`config.mk`:
```
export PLATFORM = sky130hd
export DESIGN_NAME = alu_frame_ctrl_flat
export DESIGN_NICKNAME = d
export VERILOG_FILES = /design/src/rtl/alu_frame_ctrl_pkg.sv /design/src/rtl/alu_frame_ctrl_if.sv /design/src/rtl/alu_frame_ctrl_frame_timeout.sv /design/src/rtl/alu_frame_ctrl.sv /design/src/flat_wrapper.sv
export SDC_FILE = /design/constraint.sdc
export NUM_CORES = 1
export LEC_CHECK = 0
export BUFFER_PORTS_ARGS = -buffer_cell sky130_fd_sc_hd__buf_4
export CAP_MARGIN = 20
export CORE_ASPECT_RATIO = 1.25
export CORE_MARGIN = 5
export CORE_UTILIZATION = 45
export CTS_BUF_LIST = sky130_fd_sc_hd__clkbuf_16
export DETAILED_ROUTE_END_ITERATION = 8
export PLACE_DENSITY = 0.67
export SLEW_MARGIN = 0
export SYNTH_ARGS = -nofsm -noshare
export SYNTH_HDL_FRONTEND = slang
export SYNTH_SLANG_ARGS = --single-unit
```
`constraint.sdc`:
```
create_clock -name i_clk -period 4.9 [get_ports i_clk]
set_clock_uncertainty 0.1 [all_clocks]
set_input_delay 0.735 -clock i_clk [delete_from_list [all_inputs] [get_ports i_clk]]
set_output_delay 0.735 -clock i_clk [all_outputs]
set_load 0.05 [all_outputs]
```
`src/rtl/alu_frame_ctrl_pkg.sv`:
```
// rtl/alu_frame_ctrl_pkg.sv - shared types and constants for the ALU frame controller
//
// Purpose: holds the controller state encoding, the response status codes and
//          the default frame start marker.
// Ports:   none (package).

package alu_frame_ctrl_pkg;

   typedef enum logic [2:0] {
      ST_IDLE      = 3'd0,
      ST_GET_OP    = 3'd1,
      ST_GET_A     = 3'd2,
      ST_GET_B     = 3'd3,
      ST_GET_CHK   = 3'd4,
      ST_EXEC      = 3'd5,
      ST_SEND_STAT = 3'd6,
      ST_SEND_RES  = 3'd7
   } state_e;

   localparam logic [7:0] STAT_OK      = 8'h00;
   localparam logic [7:0] STAT_CHK     = 8'h01;
   localparam logic [7:0] STAT_TMO     = 8'h02;
   localparam logic [7:0] SYNC_DEFAULT = 8'hA5;

   // States in which a frame is being received and the idle timer runs.
   function automatic logic is_rx_state(state_e s);
      return (s == ST_GET_OP) || (s == ST_GET_A) || (s == ST_GET_B) || (s == ST_GET_CHK);
   endfunction

endpackage

```
`src/rtl/alu_frame_ctrl_if.sv`:
```
// rtl/alu_frame_ctrl_if.sv - FIFO and ALU bus between the frame controller and its environment
//
// Purpose: bundles the RX FIFO, TX FIFO and ALU operand/result signals.
// Signals: i_data_to_read/i_fifo_rx_empty/o_fifo_rx_read   RX FIFO head and pop
//          i_fifo_tx_full/o_fifo_tx_write/o_data_to_write  TX FIFO push
//          o_alu_opcode/o_alu_op_A/o_alu_op_B/i_alu_result  external ALU
// Modports: slave  - the controller (drives the o_* signals)
//           master - the environment (drives the i_* signals)

interface alu_frame_ctrl_if #(
   parameter int NB_DATA    = 8,
   parameter int NB_OPCODE  = 6,
   parameter int N_BYTES_OP = 2
) ();
   localparam int NB_OPERAND = NB_DATA * N_BYTES_OP;

   logic [NB_DATA-1:0]    i_data_to_read;
   logic                  i_fifo_rx_empty;
   logic                  i_fifo_tx_full;
   logic [NB_OPERAND-1:0] i_alu_result;
   logic                  o_fifo_rx_read;
   logic                  o_fifo_tx_write;
   logic [NB_DATA-1:0]    o_data_to_write;
   logic [NB_OPCODE-1:0]  o_alu_opcode;
   logic [NB_OPERAND-1:0] o_alu_op_A;
   logic [NB_OPERAND-1:0] o_alu_op_B;

   modport slave (
      input  i_data_to_read, i_fifo_rx_empty, i_fifo_tx_full, i_alu_result,
      output o_fifo_rx_read, o_fifo_tx_write, o_data_to_write,
             o_alu_opcode, o_alu_op_A, o_alu_op_B
   );

   modport master (
      output i_data_to_read, i_fifo_rx_empty, i_fifo_tx_full, i_alu_result,
      input  o_fifo_rx_read, o_fifo_tx_write, o_data_to_write,
             o_alu_opcode, o_alu_op_A, o_alu_op_B
   );
endinterface

```
`src/rtl/alu_frame_ctrl_frame_timeout.sv`:
```
// rtl/alu_frame_ctrl_frame_timeout.sv - inter-byte idle timer for frame reception
//
// Purpose: counts idle clocks while enabled; reports expiry at TIMEOUT_CYCLES-1.
// Ports:   i_clk    clock, rising edge
//          i_reset  asynchronous active-low reset
//          clear    restart the count (a byte was consumed)
//          enable   timer runs; when low the count is held at zero
//          expired  count has reached TIMEOUT_CYCLES-1 with no clear

module frame_timeout #(
   parameter int TIMEOUT_CYCLES = 50000
) (
   input  logic i_clk,
   input  logic i_reset,
   input  logic clear,
   input  logic enable,
   output logic expired
);
   localparam int CNT_W = $clog2((TIMEOUT_CYCLES > 2) ? TIMEOUT_CYCLES : 2);
   localparam logic [CNT_W-1:0] LIMIT = CNT_W'(TIMEOUT_CYCLES - 1);

   logic [CNT_W-1:0] cnt_q, cnt_d;

   always_comb begin
      cnt_d = cnt_q;
      if (clear || !enable) begin
         cnt_d = '0;
      end else if (cnt_q != LIMIT) begin
         // Saturate so a stalled consumer cannot wrap the count back to zero.
         cnt_d = cnt_q + CNT_W'(1);
      end
   end

   always_ff @(posedge i_clk or negedge i_reset) begin
      if (!i_reset) begin
         cnt_q <= '0;
      end else begin
         cnt_q <= cnt_d;
      end
   end

   assign expired = enable && !clear && (cnt_q == LIMIT);

endmodule

```
`src/rtl/alu_frame_ctrl.sv`:
```
// rtl/alu_frame_ctrl.sv - UART framed command parser and ALU response generator
//
// Purpose: pops bytes from the RX FIFO, parses SYNC/OPCODE/A/B/CHK frames,
//          drives registered operands to an external ALU, and pushes a
//          status byte followed (on success) by the result bytes to the TX FIFO.
// Ports:   i_clk        clock, rising edge
//          i_reset      asynchronous active-low reset
//          bus          FIFO/ALU bus (slave side)
//          o_busy       high whenever the controller is not in IDLE
//          o_frame_done one-cycle pulse with the last result byte push

module alu_frame_ctrl
   import alu_frame_ctrl_pkg::*;
#(
   parameter int                 NB_DATA        = 8,
   parameter int                 NB_OPCODE      = 6,
   parameter int                 N_BYTES_OP     = 2,
   parameter int                 TIMEOUT_CYCLES = 50000,
   parameter logic [NB_DATA-1:0] SYNC_BYTE      = SYNC_DEFAULT
) (
   input  logic             i_clk,
   input  logic             i_reset,
   alu_frame_ctrl_if.slave  bus,
   output logic             o_busy,
   output logic             o_frame_done
);
   localparam int NB_OPERAND = NB_DATA * N_BYTES_OP;
   localparam int CNT_W      = (N_BYTES_OP > 1) ? $clog2(N_BYTES_OP) : 1;
   localparam logic [CNT_W-1:0] LAST_BYTE = CNT_W'(N_BYTES_OP - 1);

   state_e                state_q, state_d;
   logic [CNT_W-1:0]      byte_cnt_q, byte_cnt_d;
   logic [NB_DATA-1:0]    chk_q, chk_d;
   logic [NB_DATA-1:0]    data_wr_q, data_wr_d;
   logic [NB_OPCODE-1:0]  opcode_q, opcode_d;
   logic [NB_OPERAND-1:0] op_a_q, op_a_d;
   logic [NB_OPERAND-1:0] op_b_q, op_b_d;
   logic [NB_OPERAND-1:0] result_q, result_d;
   logic                  run_q, run_d;

   logic                  rx_pop;
   logic                  tx_push;
   logic                  frame_done;
   logic                  rx_avail;
   logic                  tx_ready;
   logic                  rx_phase;
   logic                  tmo_expired;
   logic [NB_DATA-1:0]    rx_byte;
   logic [CNT_W-1:0]      next_cnt;

   frame_timeout #(
      .TIMEOUT_CYCLES (TIMEOUT_CYCLES)
   ) u_timeout (
      .i_clk   (i_clk),
      .i_reset (i_reset),
      .clear   (rx_pop),
      .enable  (rx_phase),
      .expired (tmo_expired)
   );

   always_comb begin
      state_d    = state_q;
      byte_cnt_d = byte_cnt_q;
      chk_d      = chk_q;
      data_wr_d  = data_wr_q;
      opcode_d   = opcode_q;
      op_a_d     = op_a_q;
      op_b_d     = op_b_q;
      result_d   = result_q;
      run_d      = 1'b1;
      rx_pop     = 1'b0;
      tx_push    = 1'b0;
      frame_done = 1'b0;

      // run_q is low during reset and for one clock after it, so the
      // combinational strobes cannot fire while the block is held in reset.
      rx_byte  = bus.i_data_to_read;
      rx_avail = run_q && !bus.i_fifo_rx_empty;
      tx_ready = run_q && !bus.i_fifo_tx_full;
      rx_phase = is_rx_state(state_q);
      next_cnt = byte_cnt_q + CNT_W'(1);

      case (state_q)
         ST_IDLE: begin
            if (rx_avail) begin
               rx_pop = 1'b1;
               if (rx_byte == SYNC_BYTE) begin
                  chk_d      = '0;
                  byte_cnt_d = '0;
                  state_d    = ST_GET_OP;
               end
            end
         end

         ST_GET_OP: begin
            if (rx_avail) begin
               rx_pop   = 1'b1;
               opcode_d = NB_OPCODE'(rx_byte);
               chk_d    = chk_q ^ rx_byte;
               state_d  = ST_GET_A;
            end
         end

         ST_GET_A: begin
            if (rx_avail) begin
               rx_pop = 1'b1;
               op_a_d[int'(byte_cnt_q)*NB_DATA +: NB_DATA] = rx_byte;
               chk_d = chk_q ^ rx_byte;
               if (byte_cnt_q == LAST_BYTE) begin
                  byte_cnt_d = '0;
                  state_d    = ST_GET_B;
               end else begin
                  byte_cnt_d = next_cnt;
               end
            end
         end

         ST_GET_B: begin
            if (rx_avail) begin
               rx_pop = 1'b1;
               op_b_d[int'(byte_cnt_q)*NB_DATA +: NB_DATA] = rx_byte;
               chk_d = chk_q ^ rx_byte;
               if (byte_cnt_q == LAST_BYTE) begin
                  byte_cnt_d = '0;
                  state_d    = ST_GET_CHK;
               end else begin
                  byte_cnt_d = next_cnt;
               end
            end
         end

         ST_GET_CHK: begin
            if (rx_avail) begin
               rx_pop = 1'b1;
               if (rx_byte == chk_q) begin
                  state_d = ST_EXEC;
               end else begin
                  data_wr_d = NB_DATA'(STAT_CHK);
                  state_d   = ST_SEND_STAT;
               end
            end
         end

         ST_EXEC: begin
            // Operands have been stable since the last B byte, so the
            // ALU output is settled here.
            result_d  = bus.i_alu_result;
            data_wr_d = NB_DATA'(STAT_OK);
            state_d   = ST_SEND_STAT;
         end

         ST_SEND_STAT: begin
            if (tx_ready) begin
               tx_push = 1'b1;
               if (data_wr_q == NB_DATA'(STAT_OK)) begin
                  data_wr_d  = result_q[NB_DATA-1:0];
                  byte_cnt_d = '0;
                  state_d    = ST_SEND_RES;
               end else begin
                  state_d = ST_IDLE;
               end
            end
         end

         ST_SEND_RES: begin
            // data_wr_q already holds byte byte_cnt_q; preload the next one.
            if (tx_ready) begin
               tx_push = 1'b1;
               if (byte_cnt_q == LAST_BYTE) begin
                  frame_done = 1'b1;
                  byte_cnt_d = '0;
                  state_d    = ST_IDLE;
               end else begin
                  data_wr_d  = result_q[int'(next_cnt)*NB_DATA +: NB_DATA];
                  byte_cnt_d = next_cnt;
               end
            end
         end

         default: begin
            state_d = ST_IDLE;
         end
      endcase

      // A stalled partial frame is abandoned and reported.
      if (rx_phase && !rx_pop && tmo_expired) begin
         data_wr_d  = NB_DATA'(STAT_TMO);
         byte_cnt_d = '0;
         state_d    = ST_SEND_STAT;
      end
   end

   always_ff @(posedge i_clk or negedge i_reset) begin
      if (!i_reset) begin
         state_q    <= ST_IDLE;
         byte_cnt_q <= '0;
         chk_q      <= '0;
         data_wr_q  <= '0;
         opcode_q   <= '0;
         op_a_q     <= '0;
         op_b_q     <= '0;
         result_q   <= '0;
         run_q      <= 1'b0;
      end else begin
         state_q    <= state_d;
         byte_cnt_q <= byte_cnt_d;
         chk_q      <= chk_d;
         data_wr_q  <= data_wr_d;
         opcode_q   <= opcode_d;
         op_a_q     <= op_a_d;
         op_b_q     <= op_b_d;
         result_q   <= result_d;
         run_q      <= run_d;
      end
   end

   assign bus.o_fifo_rx_read  = rx_pop;
   assign bus.o_fifo_tx_write = tx_push;
   assign bus.o_data_to_write = data_wr_q;
   assign bus.o_alu_opcode    = opcode_q;
   assign bus.o_alu_op_A      = op_a_q;
   assign bus.o_alu_op_B      = op_b_q;
   assign o_busy              = (state_q != ST_IDLE);
   assign o_frame_done        = frame_done;

endmodule

```
`src/flat_wrapper.sv`:
```
// flat-port wrapper written by rule: the top's interface ports become plain ports
module alu_frame_ctrl_flat import alu_frame_ctrl_pkg::*;
#(
   parameter int                 NB_DATA        = 8,
   parameter int                 NB_OPCODE      = 6,
   parameter int                 N_BYTES_OP     = 2,
   parameter int                 TIMEOUT_CYCLES = 50000,
   parameter logic [NB_DATA-1:0] SYNC_BYTE      = SYNC_DEFAULT
)
  (i_clk, i_reset, o_busy, o_frame_done, bus_i_data_to_read, bus_i_fifo_rx_empty, bus_i_fifo_tx_full, bus_i_alu_result, bus_o_fifo_rx_read, bus_o_fifo_tx_write, bus_o_data_to_write, bus_o_alu_opcode, bus_o_alu_op_A, bus_o_alu_op_B);
  alu_frame_ctrl_if #(.NB_DATA(NB_DATA), .NB_OPCODE(NB_OPCODE), .N_BYTES_OP(N_BYTES_OP)) bus_i ();
  input  logic i_clk;
  input  logic i_reset;
  output logic o_busy;
  output logic o_frame_done;
  input wire logic [$bits(bus_i.i_data_to_read)-1:0] bus_i_data_to_read;
  input wire logic [$bits(bus_i.i_fifo_rx_empty)-1:0] bus_i_fifo_rx_empty;
  input wire logic [$bits(bus_i.i_fifo_tx_full)-1:0] bus_i_fifo_tx_full;
  input wire logic [$bits(bus_i.i_alu_result)-1:0] bus_i_alu_result;
  output wire logic [$bits(bus_i.o_fifo_rx_read)-1:0] bus_o_fifo_rx_read;
  output wire logic [$bits(bus_i.o_fifo_tx_write)-1:0] bus_o_fifo_tx_write;
  output wire logic [$bits(bus_i.o_data_to_write)-1:0] bus_o_data_to_write;
  output wire logic [$bits(bus_i.o_alu_opcode)-1:0] bus_o_alu_opcode;
  output wire logic [$bits(bus_i.o_alu_op_A)-1:0] bus_o_alu_op_A;
  output wire logic [$bits(bus_i.o_alu_op_B)-1:0] bus_o_alu_op_B;
  assign bus_i.i_data_to_read = bus_i_data_to_read;
  assign bus_i.i_fifo_rx_empty = bus_i_fifo_rx_empty;
  assign bus_i.i_fifo_tx_full = bus_i_fifo_tx_full;
  assign bus_i.i_alu_result = bus_i_alu_result;
  assign bus_o_fifo_rx_read = bus_i.o_fifo_rx_read;
  assign bus_o_fifo_tx_write = bus_i.o_fifo_tx_write;
  assign bus_o_data_to_write = bus_i.o_data_to_write;
  assign bus_o_alu_opcode = bus_i.o_alu_opcode;
  assign bus_o_alu_op_A = bus_i.o_alu_op_A;
  assign bus_o_alu_op_B = bus_i.o_alu_op_B;
  alu_frame_ctrl #(.NB_DATA(NB_DATA), .NB_OPCODE(NB_OPCODE), .N_BYTES_OP(N_BYTES_OP), .TIMEOUT_CYCLES(TIMEOUT_CYCLES), .SYNC_BYTE(SYNC_BYTE)) u_core (.i_clk(i_clk), .i_reset(i_reset), .bus(bus_i), .o_busy(o_busy), .o_frame_done(o_frame_done));
endmodule
```
==> reports/metrics.cfg, run 1 <==
[outcome]
status = finished, final reports clean

[clock_network]
cts_hold_buffers = 0
clock_sinks = 91
path_clk_slew_ns = 0.06
root_buffer = clkbuf_16
post_cts_buffers = 0
cts_tree = yes
cts-buffers-inserted = 9
cts_resized = 0
cts_buffer_depth = 2
insertion_delay_ns = 0.34
htreeDepth = 3

[sta]
final.setup.tns_ns = 0
drv_slew = 0
rsz0062_at_grt = false
setup_viol = 0
worstMarginPinSlew_ns = 0.799
fin_crit_sh = 0.603
slew_headroom = 0.468
final.setup.worst_slack_ns = 1.95
min_period_ns = 2.95
finalHoldViolations = 0
fmax_mhz = 338

[worst_setup_path]
crit_chain = nand2_1 > nor3_1 > buf_4
ff2ff_path_depth = 6
cp_slowest_cell = dfrtp_1
criticalPathCategory = reg -> out
crit_cells = 3
cp_max_fo = 20
cp_top_family = simple AND/OR/NAND/NOR gates
path_buf_inv = 1
start_kind = flop
crit_path_end_kind = primary output
worstPathRequired_ns = 4.07
arrival_ns = 2.12
cp_slowest_stage_delay_ns = 0.72

[power_and_ir_drop]
leakagePower_nw = 2.45
p_per_area_nw_per_um2 = 679
ir_worst_vdd_uv = 402

[synth]
synth_nets = 413
yosys.area.top_type = dfrtp_1
syn_area_per_cell_um2 = 11.4
synth-seq-cells = 91
seq_area_frac_synth = 0.521
ys_async_sr_fraction = 1.00
yosys_warnings = 0
yosysTopAreaCellShare = 0.521
synthDistinctLibCells = 55
synth_edf_count = 0
dominantRegCellSynth = dfrtp_1
netlist_instances = 384
synth_area_leaders = dfrtp_1 52%, mux2_2 14%, nand2_1 3.3%
synth_area_um2 = 4370

[grt]
grt_pass1_wl_um = 15900
antenna_found_initial = 0
grt_max_degree = 52
grt_use_total = 0.167
overflow = 0
grt_pass1_vias = 3197

[drt]
routed_wl_um = 9490
via_per_inst = 5.35
postRouteAntennaNets = 0
route.detailed.drc = 0
wl_per_cell_um = 16.3
num_vias = 3116
first_pass_iters = 4
drt_iter0_drc = 167

[floorplanning]
die_w_um = 98.1
die_height_um = 120
rows = 40
initial_core_util = 0.457
core-area_um2 = 9560
die-area_um2 = 11800
io_pins = 78

[finish]
ff_latch_area_um2 = 2280
final_cell_count_no_fill = 582
diodes = 0
fin_nets = 480
fin_area_um2 = 5280
fin_util = 0.552
layout_commonest_cell = dfrtp_1
drive_above_1_share = 0.366
num-fill-cells = 845
area_delta_synth_final_pct = 20.8
multi_input_area_um2 = 1950
mostFrequentLayoutCells = 91 x dfrtp_1, 78 x buf_4, 54 x mux2_2

[placed_design]
port_buffers = 77
dpl.cell_count = 566
dp_hpwl_um = 6710
dpl_cell_area_um2 = 4980
place_ws_ns = 2.10
place_congestion = 0.844

[job]
cap_viol_max_count = 0

[min_path]
hold_path.class = in -> async

state kept, by name, indices dropped and copies added, names as in the netlist, 3 cells and up:
signal and cells:
u_core.state_q 3, u_core.chk_q 8, u_core.u_timeout.cnt_q 16, u_core.bus.o_data_to_write 8, u_core.result_q 16, u_core.bus.o_alu_op_B 16, u_core.bus.o_alu_op_A 16, u_core.bus.o_alu_opcode 6
synth_stat cells (4+ instances only):
cell / number
nand4_1: 6
nor4_1: 6
nor4bb_1: 4
nand2_1: 38
nor2_1: 37
xor2_1: 9
nand3_1: 13
mux2_4: 6
xnor2_1: 13
o21ai_0: 19
mux2i_1: 4
dfrtp_1: 91
mux2_2: 54
buf_2: 7
clkbuf_1: 7
a21oi_1: 15
per-stage QoR:
step                      total power, mW  hold WS (ns)
after floorplan                      2.49         0.339
after global placement               2.89         0.391
after detailed placement             2.93         0.392
after CTS                            3.62         0.277
after global routing                 3.80         0.308
final                                3.58         0.270
layer usage:
| metal | vias up | GRT usage | part of all wire |
|---|---|---|---|
| met5 | - | 0 | 0 |
| li1 | 1482 | - | - |
| met1 | 1545 | 0.196 | 0.41 |
| met2 | 72 | 0.285 | 0.51 |
| met4 | 0 | 0.0675 | 0.023 |
| met3 | 17 | 0.0506 | 0.058 |
power breakdown:
part           switching (mW)  total (mW)  internal (mW)
combinational            1.03        1.63          0.606
sequential              0.243        1.27           1.03
clock                   0.286       0.679          0.393
total                    1.56        3.58           2.03
final timing paths:
path                                           startpoint                             to  slack (ns)
worst max-delay path                    u_core.state_q[2]                   o_frame_done        1.95
worst min-delay path                              i_reset      u_core.u_timeout.cnt_q[7]        0.27
worst min register to register  u_core.bus.o_alu_op_A[10]      u_core.bus.o_alu_op_A[10]        0.41
max in group asynchronous                         i_reset      u_core.bus.o_alu_op_B[15]        3.41
min in group i_clk              u_core.bus.o_alu_op_A[10]      u_core.bus.o_alu_op_A[10]        0.41
worst max register to register          u_core.state_q[0]  u_core.bus.o_data_to_write[2]        2.16
area by class of cell:
class                   instances  area share
clock buffers                   9      0.0427
well taps                     126      0.0299
multi-input cells             268       0.370
repair buffers                 78       0.111
inverters                       3     0.00213
flip-flops and latches         91       0.431
clock inverters                 7      0.0130
cell families (layout without fill, tap and decap cells):
logic type | count (synthesis) | in the layout | share of synthesized area
adders and majority gates | 1 | 1 | 0.00286
DFF | 91 | 91 | 0.521
buffers and inverters | 25 | 97 | 0.0321
AOI/OAI and AO/OA | 49 | 49 | 0.0707
and+or+nand+nor | 131 | 131 | 0.159
other | 1 | 1 | 0.000858
muxes | 64 | 64 | 0.169
xor gates and xnor gates | 22 | 22 | 0.0441
No activity file was read; power rests on OpenSTA's default activity.
==> run 2, diff against run 1 <==
--- a/config.mk
+++ b/config.mk
@@ -12,7 +12,7 @@
 export CORE_UTILIZATION = 45
 export CTS_BUF_LIST = sky130_fd_sc_hd__clkbuf_16
 export DETAILED_ROUTE_END_ITERATION = 8
-export PLACE_DENSITY = 0.67
+export PLACE_DENSITY = 0.69
 export SLEW_MARGIN = 0
 export SYNTH_ARGS = -nofsm -noshare
 export SYNTH_HDL_FRONTEND = slang
==> constraint.sdc (replaced) <==
create_clock -name i_clk -period 2.7 [get_ports i_clk]
set_clock_uncertainty 0.1 [all_clocks]
set_input_delay 0.405 -clock i_clk [delete_from_list [all_inputs] [get_ports i_clk]]
set_output_delay 0.405 -clock i_clk [all_outputs]
set_load 0.05 [all_outputs]
==> reports/metrics.cfg, run 2 (same netlist as run 1, synthesis figures left out) <==
[outcome]
status = finished, final reports clean

[clock_network]
cts-buffers-inserted = 9
path_clk_slew_ns = 0.07
cts_buffer_depth = 2
htreeDepth = 3
cts_tree = yes
clock_sinks = 91
root_buffer = clkbuf_16
insertion_delay_ns = 0.34

[worst_setup_path]
cp_max_fo = 18
r2r_end = u_core.bus.o_data_to_write[3]
r2r_slack_ns = 0.39
critPathLaunch = u_core.state_q[1]
crit_path_end_kind = primary output
worstPathRequired_ns = 2.19
arrival_ns = 1.93
criticalPathCategory = reg -> out
ff2ff_path_depth = 6
crit-reg2reg-launch = u_core.state_q[1]
start_kind = flop

[min_path]
min_to = u_core.result_q[4]
holdCritStartpoint = bus_i_alu_result[4]
hold_path.class = in -> reg
hold-path-cell-count = 2

[floorplanning]
die-area_um2 = 11800
core-area_um2 = 9560
rows = 40
die_w_um = 98.1
initial_core_util = 0.457
io_pins = 78
die_height_um = 120

[sta]
setup_viol = 0
rsz0062_at_grt = false
slew_headroom = 0.476
fin_crit_sh = 0.901
final.setup.tns_ns = 0
fmax_mhz = 411
drv_slew = 0
worstMarginPinSlew_ns = 0.783
min_period_ns = 2.43
finalHoldViolations = 0

[drt]
num_vias = 3106
wl_per_cell_um = 16.5
met3_wirelength_um = 559
highest_layer = met4
route.met2.wl_um = 5010
postRouteAntennaNets = 0
routed_wl_um = 9730
drt_iter0_drc = 207
via_per_inst = 5.26
first_pass_iters = 4
drt-met1-wl_um = 3940
route.detailed.drc = 0

[finish]
area_delta_synth_final_pct = 23.0
fin_nets = 488
fin_util = 0.562
drive_above_1_share = 0.377
layout_commonest_cell = dfrtp_1
mostFrequentLayoutCells = 91 x dfrtp_1, 84 x buf_4, 54 x mux2_2
num-fill-cells = 834
diodes = 0

[placed_design]
place_congestion = 0.874
dp_hpwl_um = 7080
port_buffers = 77

[grt]
grt_max_degree = 52
grt_pass1_wl_um = 16600
antenna_found_initial = 0
overflow = 0
grt_pass1_vias = 3361
grt_use_total = 0.176

[job]
cap_viol_max_count = 0

[power_and_ir_drop]
leakagePower_nw = 2.51
ir_worst_vdd_uv = 839
p_per_area_nw_per_um2 = 1250

run 2: layout make-up:
class / instances / area (um2) / area share
flip-flops and latches: 91 / 2280 / 0.424
multi-input cells: 268 / 1950 / 0.363
repair buffers: 86 / 661 / 0.123
clock buffers: 9 / 225 / 0.0419
well taps: 126 / 158 / 0.0293
clock inverters: 7 / 91.3 / 0.0170
inverters: 3 / 11.3 / 0.00209
run 2: worst max-delay path, cell delays in order (launching register included):
cell	delay (ns)
dfrtp_1	0.71
nand2_1	0.28
nor3_1	0.33
buf_4	0.26
run 2: how the worst max path moves through the flow:
| stage | end | cells past startpoint |
|---|---|---|
| 6_report | o_frame_done | 3 |
| 5_1_grt | o_frame_done | 3 |
| 4_1_cts | o_frame_done | 3 |
| 3_5_place_dp | u_core.bus.o_data_to_write[4] | 6 |
| 3_3_place_gp | u_core.bus.o_data_to_write[6] | 7 |
| 2_1_floorplan | o_frame_done | 4 |
run 2: metrics by stage:
step	hold slack [ns]	power [mW]	instance area (um2)	setup WS (ns)	std cells
floorplan	0.00941	4.51	4370	0.234	384
global placement	0.326	5.32	5050	0.425	573
detailed placement	0.329	5.40	5050	0.393	573
CTS	0.181	6.74	5380	0.254	590
global route	0.183	7.09	5380	0.153	590
finish	0.190	6.69	5380	0.268	590
run 2: timing repair:
| action | in CTS | in global routing |
|---|---|---|
| hold endpoints to repair | 40 | 0 |
| gates resized for setup | 0 | 0 |
| hold buffers | 1 | 0 |
| setup buffers | 0 | 0 |
run 2: where the power goes:
part,internal (mW),switching [mW]
combinational,1.15,1.94
clock,0.809,0.523
sequential,1.87,0.404
total,3.83,2.86
run 2: per-layer routing:
layer,up-vias,GRT usage
met1,1508,0.207
li1,1499,-
met2,85,0.300
met4,0,0.0863
met3,14,0.0436
met5,-,0
